[config.mk]
export PLATFORM = sky130hd
export DESIGN_NAME = debug_word_packer
export DESIGN_NICKNAME = d
export VERILOG_FILES = /design/src/rtl/debug_word_packer.sv
export SDC_FILE = /design/constraint.sdc
export NUM_CORES = 1
export LEC_CHECK = 0
export BUFFER_PORTS_ARGS = -buffer_cell sky130_fd_sc_hd__buf_4
export CAP_MARGIN = 20
export CORE_UTILIZATION = 44
export DETAILED_ROUTE_END_ITERATION = 6
export SYNTH_ARGS = -nofsm -noshare
export SYNTH_HDL_FRONTEND = slang
export SYNTH_SLANG_ARGS = --single-unit
export TNS_END_PERCENT = 20
[constraint.sdc]
create_clock -name i_clk -period 2.3 [get_ports i_clk]
set_input_delay 0.345 -clock i_clk [delete_from_list [all_inputs] [get_ports i_clk]]
set_output_delay 0.345 -clock i_clk [all_outputs]
set_load 0.03 [all_outputs]
[src/rtl/debug_word_packer.sv]
// debug_word_packer
// Buffers 32-bit debug words (PC, registers, memory, pipeline latches) in a
// small FIFO and feeds them to the UART transmitter one byte at a time,
// least-significant byte first, using the transmitter's start/done handshake.
// The debug unit can push words back-to-back while the UART paces the bytes.
//
// Optional feature: define PACKER_CHECKSUM_EN to append one extra byte per
// word, the XOR of all of that word's data bytes.
//
// Ports:
//   i_clk         system clock (clock-wizard output)
//   i_reset       synchronous, active-high reset
//   i_word_valid  push request
//   i_word        word to send
//   o_word_ready  high when the FIFO is not full
//   o_tx_start    one-cycle start pulse to the UART transmitter
//   o_tx_data     byte to transmit
//   i_tx_done     one-cycle pulse from the transmitter: byte finished
//   o_busy        high while a word is in flight or words are buffered
//   o_fifo_count  words currently buffered
//   o_overflow    sticky: a push was attempted while the FIFO was full
module debug_word_packer #(
  parameter int BITS_SIZE  = 32,
  parameter int SIZE_TRAMA = 8,
  parameter int FIFO_DEPTH = 4
) (
  input  logic                          i_clk,
  input  logic                          i_reset,
  input  logic                          i_word_valid,
  input  logic [BITS_SIZE-1:0]          i_word,
  output logic                          o_word_ready,
  output logic                          o_tx_start,
  output logic [SIZE_TRAMA-1:0]         o_tx_data,
  input  logic                          i_tx_done,
  output logic                          o_busy,
  output logic [$clog2(FIFO_DEPTH):0]   o_fifo_count,
  output logic                          o_overflow
);

  localparam int N_BYTES = BITS_SIZE / SIZE_TRAMA;
`ifdef PACKER_CHECKSUM_EN
  localparam int LAST_IDX = N_BYTES;
`else
  localparam int LAST_IDX = N_BYTES - 1;
`endif
  localparam int IDX_W = $clog2(N_BYTES + 1);
  localparam int PTR_W = $clog2(FIFO_DEPTH);
  localparam int CNT_W = PTR_W + 1;

  typedef enum logic [1:0] {IDLE, LOAD, SEND, WAIT} state_t;

  state_t                state;
  state_t                state_next;
  logic [BITS_SIZE-1:0]  fifo_mem [FIFO_DEPTH];
  logic [PTR_W-1:0]      wr_ptr;
  logic [PTR_W-1:0]      rd_ptr;
  logic [CNT_W-1:0]      count;
  logic                  push;
  logic                  pop;
  logic                  last_byte;
  logic [BITS_SIZE-1:0]  shift_reg;
  logic [IDX_W-1:0]      byte_idx;

  // Ready comes from the registered count only, so a push while full is
  // rejected even if a pop happens on the same edge.
  assign o_word_ready = (count != CNT_W'(FIFO_DEPTH));
  assign push         = i_word_valid && o_word_ready;
  assign last_byte    = (byte_idx == IDX_W'(LAST_IDX));
  // The head stays in the FIFO until its final byte completes, so the word
  // being sent is never overwritten by a later push.
  assign pop          = (state == WAIT) && i_tx_done && last_byte;

  // FIFO storage has no reset; the pointers and count define what is valid.
  always_ff @(posedge i_clk) begin
    if (push) begin
      fifo_mem[wr_ptr] <= i_word;
    end
  end

  // FIFO pointers, occupancy and the sticky overflow flag.
  always_ff @(posedge i_clk) begin
    if (i_reset) begin
      wr_ptr     <= '0;
      rd_ptr     <= '0;
      count      <= '0;
      o_overflow <= 1'b0;
    end else begin
      if (push) begin
        wr_ptr <= wr_ptr + PTR_W'(1);
      end
      if (pop) begin
        rd_ptr <= rd_ptr + PTR_W'(1);
      end
      case ({push, pop})
        2'b10:   count <= count + CNT_W'(1);
        2'b01:   count <= count - CNT_W'(1);
        default: count <= count;
      endcase
      if (i_word_valid && !o_word_ready) begin
        o_overflow <= 1'b1;
      end
    end
  end

`ifdef PACKER_CHECKSUM_EN
  logic [SIZE_TRAMA-1:0] head_xor;
  logic [SIZE_TRAMA-1:0] chk_reg;

  // XOR of all data bytes of the FIFO head, captured together with the word.
  always_comb begin
    head_xor = '0;
    for (int b = 0; b < N_BYTES; b++) begin
      head_xor = head_xor ^ fifo_mem[rd_ptr][b*SIZE_TRAMA +: SIZE_TRAMA];
    end
  end
`endif

  // FSM state register.
  always_ff @(posedge i_clk) begin
    if (i_reset) begin
      state <= IDLE;
    end else begin
      state <= state_next;
    end
  end

  // Next-state logic; i_tx_done only matters while waiting on a byte.
  always_comb begin
    state_next = state;
    case (state)
      IDLE:    if (count != '0) state_next = LOAD;
      LOAD:    state_next = SEND;
      SEND:    state_next = WAIT;
      WAIT:    if (i_tx_done) state_next = last_byte ? IDLE : SEND;
      default: state_next = IDLE;
    endcase
  end

  // Shift register and byte index: load the head, then shift one byte
  // down after every completed byte that is not the last one.
  always_ff @(posedge i_clk) begin
    if (i_reset) begin
      shift_reg <= '0;
      byte_idx  <= '0;
`ifdef PACKER_CHECKSUM_EN
      chk_reg   <= '0;
`endif
    end else if (state == LOAD) begin
      shift_reg <= fifo_mem[rd_ptr];
      byte_idx  <= '0;
`ifdef PACKER_CHECKSUM_EN
      chk_reg   <= head_xor;
`endif
    end else if ((state == WAIT) && i_tx_done && !last_byte) begin
      byte_idx <= byte_idx + IDX_W'(1);
`ifdef PACKER_CHECKSUM_EN
      if (byte_idx == IDX_W'(N_BYTES - 1)) begin
        shift_reg <= {{(BITS_SIZE-SIZE_TRAMA){1'b0}}, chk_reg};
      end else begin
        shift_reg <= shift_reg >> SIZE_TRAMA;
      end
`else
      shift_reg <= shift_reg >> SIZE_TRAMA;
`endif
    end
  end

  assign o_tx_start   = (state == SEND);
  assign o_tx_data    = shift_reg[SIZE_TRAMA-1:0];
  assign o_busy       = (state != IDLE) || (count != '0);
  assign o_fifo_count = count;

endmodule

==> impl_metrics.csv <==
group,metric,value,unit
hold_path,hold_start,"i_word[21]",
final_layout,fin_util,53.9,%
routing,met2WireLength,6.58,mm
routing,viasPerCell,5.38,
routing,vias,3494,
synthesis,synth_area_leader_cell,"edfxtp_1",
final_layout,diodes,0,
routing,drt-met1-wl,5.53,mm
power,p_sw_share,20.9,%
final_layout,final_cell_area,0.00795,sq mm
power,p_sw,1.43,mW
sta,grt_setup_unrepaired,"false",
synthesis,syn_area,0.00674,sq mm
worst_setup_path,rr_startpoint,"o_fifo_count[0]",
power,power.density,856,mW/mm^2
clocking,cts_num_sinks,175,
global_route,gr-total-overflow,0,
sta,finalSetupViolations,0,
power,ir_drop,0.729,mV
die,initial_utilization,45.6,%
final_layout,finalNetCount,496,
routing,drc,0,
sta,period_needed,2180,ps
power,seqPwrFrac,53.0,%
routing,top_layer_used,"met4",
final_layout,fin_cells,649,
synthesis,synth_edf_count,128,
synthesis,synth_top_area_share,57.1,%
clocking,clkLatencyLatePin,410,ps
global_route,antenna_found_initial,0,
place,placed_cell_area,0.00733,sq mm
synthesis,ys_seq_area_share,71.0,%
routing,first_iter_violations,148,
worst_setup_path,crit_start,"o_fifo_count[0]",
synthesis,synth-async-reset-ratio,0,%
die,ios,51,
place,dp.cells,616,
routing,post_drt_wl_per_cell,19.5,um
die,num_rows,44,
routing,ant_nets,0,
hold_path,holdCritPathClass,"primary input to flip-flop",
clocking,tritoncts,"done",
routing,wl_met3,383,um
worst_setup_path,critPathLaunchType,"flip-flop",
synthesis,synth-seq-cells,175,
hold_path,worstHoldPathCells,1,
sta,drv_slew,0,
job,cap_violations,0,
outcome,outcome,"finished clean",
final_layout,drive_gt1_share,31.2,%
synthesis,syn_nets,446,
place,port_buffers,50,
sta,fin_tns_setup,0,ps
die,die-area,0.0158,sq mm
clocking,root_buffer,"clkbuf_16",
worst_setup_path,arrival,2530,ps
clocking,hold_buffers,0,
place,globalplace.congestion,0.739,
sta,slew_headroom,37.2,%
power,clkPwrFrac,40.0,%
worst_setup_path,critical_path.max_fanout,10,
routing,wirelength,12.7,mm
die,dieHeight,126,um
synthesis,synth_cells,402,
worst_setup_path,worstPathRequired,2640,ps
final_layout,largest_reg_flops,128,
sta,hold_violations,0,
power,leakagePower,2.74,nW
clocking,cts_buffers,17,
synthesis,yosys-top-cells-area,"edfxtp_1 57%, dfxtp_1 14%, mux4_2 6.0%",
power,p_int,5.38,mW
global_route,grt.total_usage,17.2,%
clocking,cts.htree.levels,4,
global_route,grt_pass1_wl,19.9,mm
final_layout,fillCellCount,1208,
global_route,grt_max_degree,33,
clocking,clk_pin_slew,60,ps
synthesis,avgSynthCellArea,16.8,sq um
sta,tightest_slew,940,ps
routing,drtPass1Iterations,4,
die,die_x,126,um
sta,min_period_over_period,94.9,%
worst_setup_path,critPathCaptureType,"flip-flop",
final_layout,area_growth,18.0,%
global_route,grt_pass1_vias,3635,
die,coreArea,0.0148,sq mm
power,power_frac_comb,7.1,%
worst_setup_path,r2r_cells,8,
synthesis,yosysWarningCount,0,
clocking,max-clock-path-buffers,2,
sta,fin_skew,4.34,ps
worst_setup_path,crit_type,"flip-flop to flip-flop",
sta,fmax,458,MHz
synthesis,ys.flop_type,"edfxtp_1",
power,total_power,6.81,mW
synthesis,synth_cell_types,43,
place,dpl.hpwl,7.38,mm
-- metal layers --
layer  global-route usage, %  vias up
li1                        -     1649
met1                    20.9     1771
met2                    29.8       63
met3                    4.50       11
met4                    5.60        0
met5                       0        -
-- layout make-up --
type	count	area [sq um]	area share [%]
clock buffers	27	513	6.45
clock inverters	5	53.8	0.677
inverters	20	75.1	0.944
multi-input cells	174	1720	21.7
flip-flops and latches	175	4800	60.3
well taps	184	230	2.90
repair buffers	64	556	6.99
-- final timing paths --
check               endpoint  slack [ps]
max reg2reg  o_fifo_count[2]         120
min reg2reg        rd_ptr[0]         480
min          fifo_mem[3][21]         130
max          o_fifo_count[2]         120
-- layout by cell type (no fill, tap or decap), drive strengths merged, types with 4 or more instances in the layout --
cell type  instances
mux2              22
nand2             16
a21o               4
a21oi              8
edfxtp           128
clkinv             4
a22oi             11
mux4              21
o221ai            11
and2              13
ha                 7
inv               20
dfxtp             47
clkbuf            27
nor2              11
buf               64
a22o               8
a221o             13
and3               4
-- Yosys cell counts (2+ instances only) --
cell / instances
xor2_1: 2
and3_1: 4
buf_4: 8
a221o_1: 13
and2_1: 11
a21oi_1: 8
clkbuf_1: 9
or3_1: 2
o21ai_0: 2
a22oi_1: 11
o221ai_1: 11
mux4_2: 18
and2_0: 2
nor2b_1: 2
mux2_2: 22
buf_6: 2
dfxtp_1: 47
nor2_1: 11
inv_1: 20
mux4_1: 3
nand3_1: 2
ha_1: 7
buf_2: 12
a22o_1: 8
nand2_1: 16
nor3_1: 2
edfxtp_1: 128
a21o_1: 4
-- kinds of logic (layout without fill, tap and decap cells) --
logic type	Yosys count	in the layout	synth area share, %
adders and majority gates	8	8	1.60
buffers and inverters	53	116	4.09
and+or+nand+nor	59	59	4.68
xor gates and xnor gates	3	3	0.390
AOI/OAI and AO/OA	60	60	7.19
muxes	44	44	11.0
DFF	175	175	71.0
-- critical path: stages (launching register included) --
cell and delay (ps):
dfxtp_4 360, or3b_4 450, nand2_1 130, ha_4 150
inv_1 40, fa_1 370, xor2_1 160, or3_1 320
a21oi_2 130
-- power by group through the flow --
stage	logic (mW)	registers, mW	clock network, mW
finish	0.483	3.60	2.72
global route	0.524	3.62	2.90
CTS	0.489	3.61	2.78
detailed placement	0.485	3.67	0
global placement	0.473	3.66	0
floorplan	0.292	3.66	0
-- metrics by stage --
step	hold WS, ps	worst slack (ps)
4_1_cts	109	18.4
5_1_grt	109	4.21
3_5_place_dp	470	31.9
2_1_floorplan	444	45.3
6_report	129	118
3_3_place_gp	466	125
-- timing repair --
action / 4_1_cts / 5_1_grt
setup endpoints to repair: 0 / 14
buffers inserted: 0 / 1
gates resized for setup: 0 / 9
Note: power is estimated with default switching activity, not from simulation.
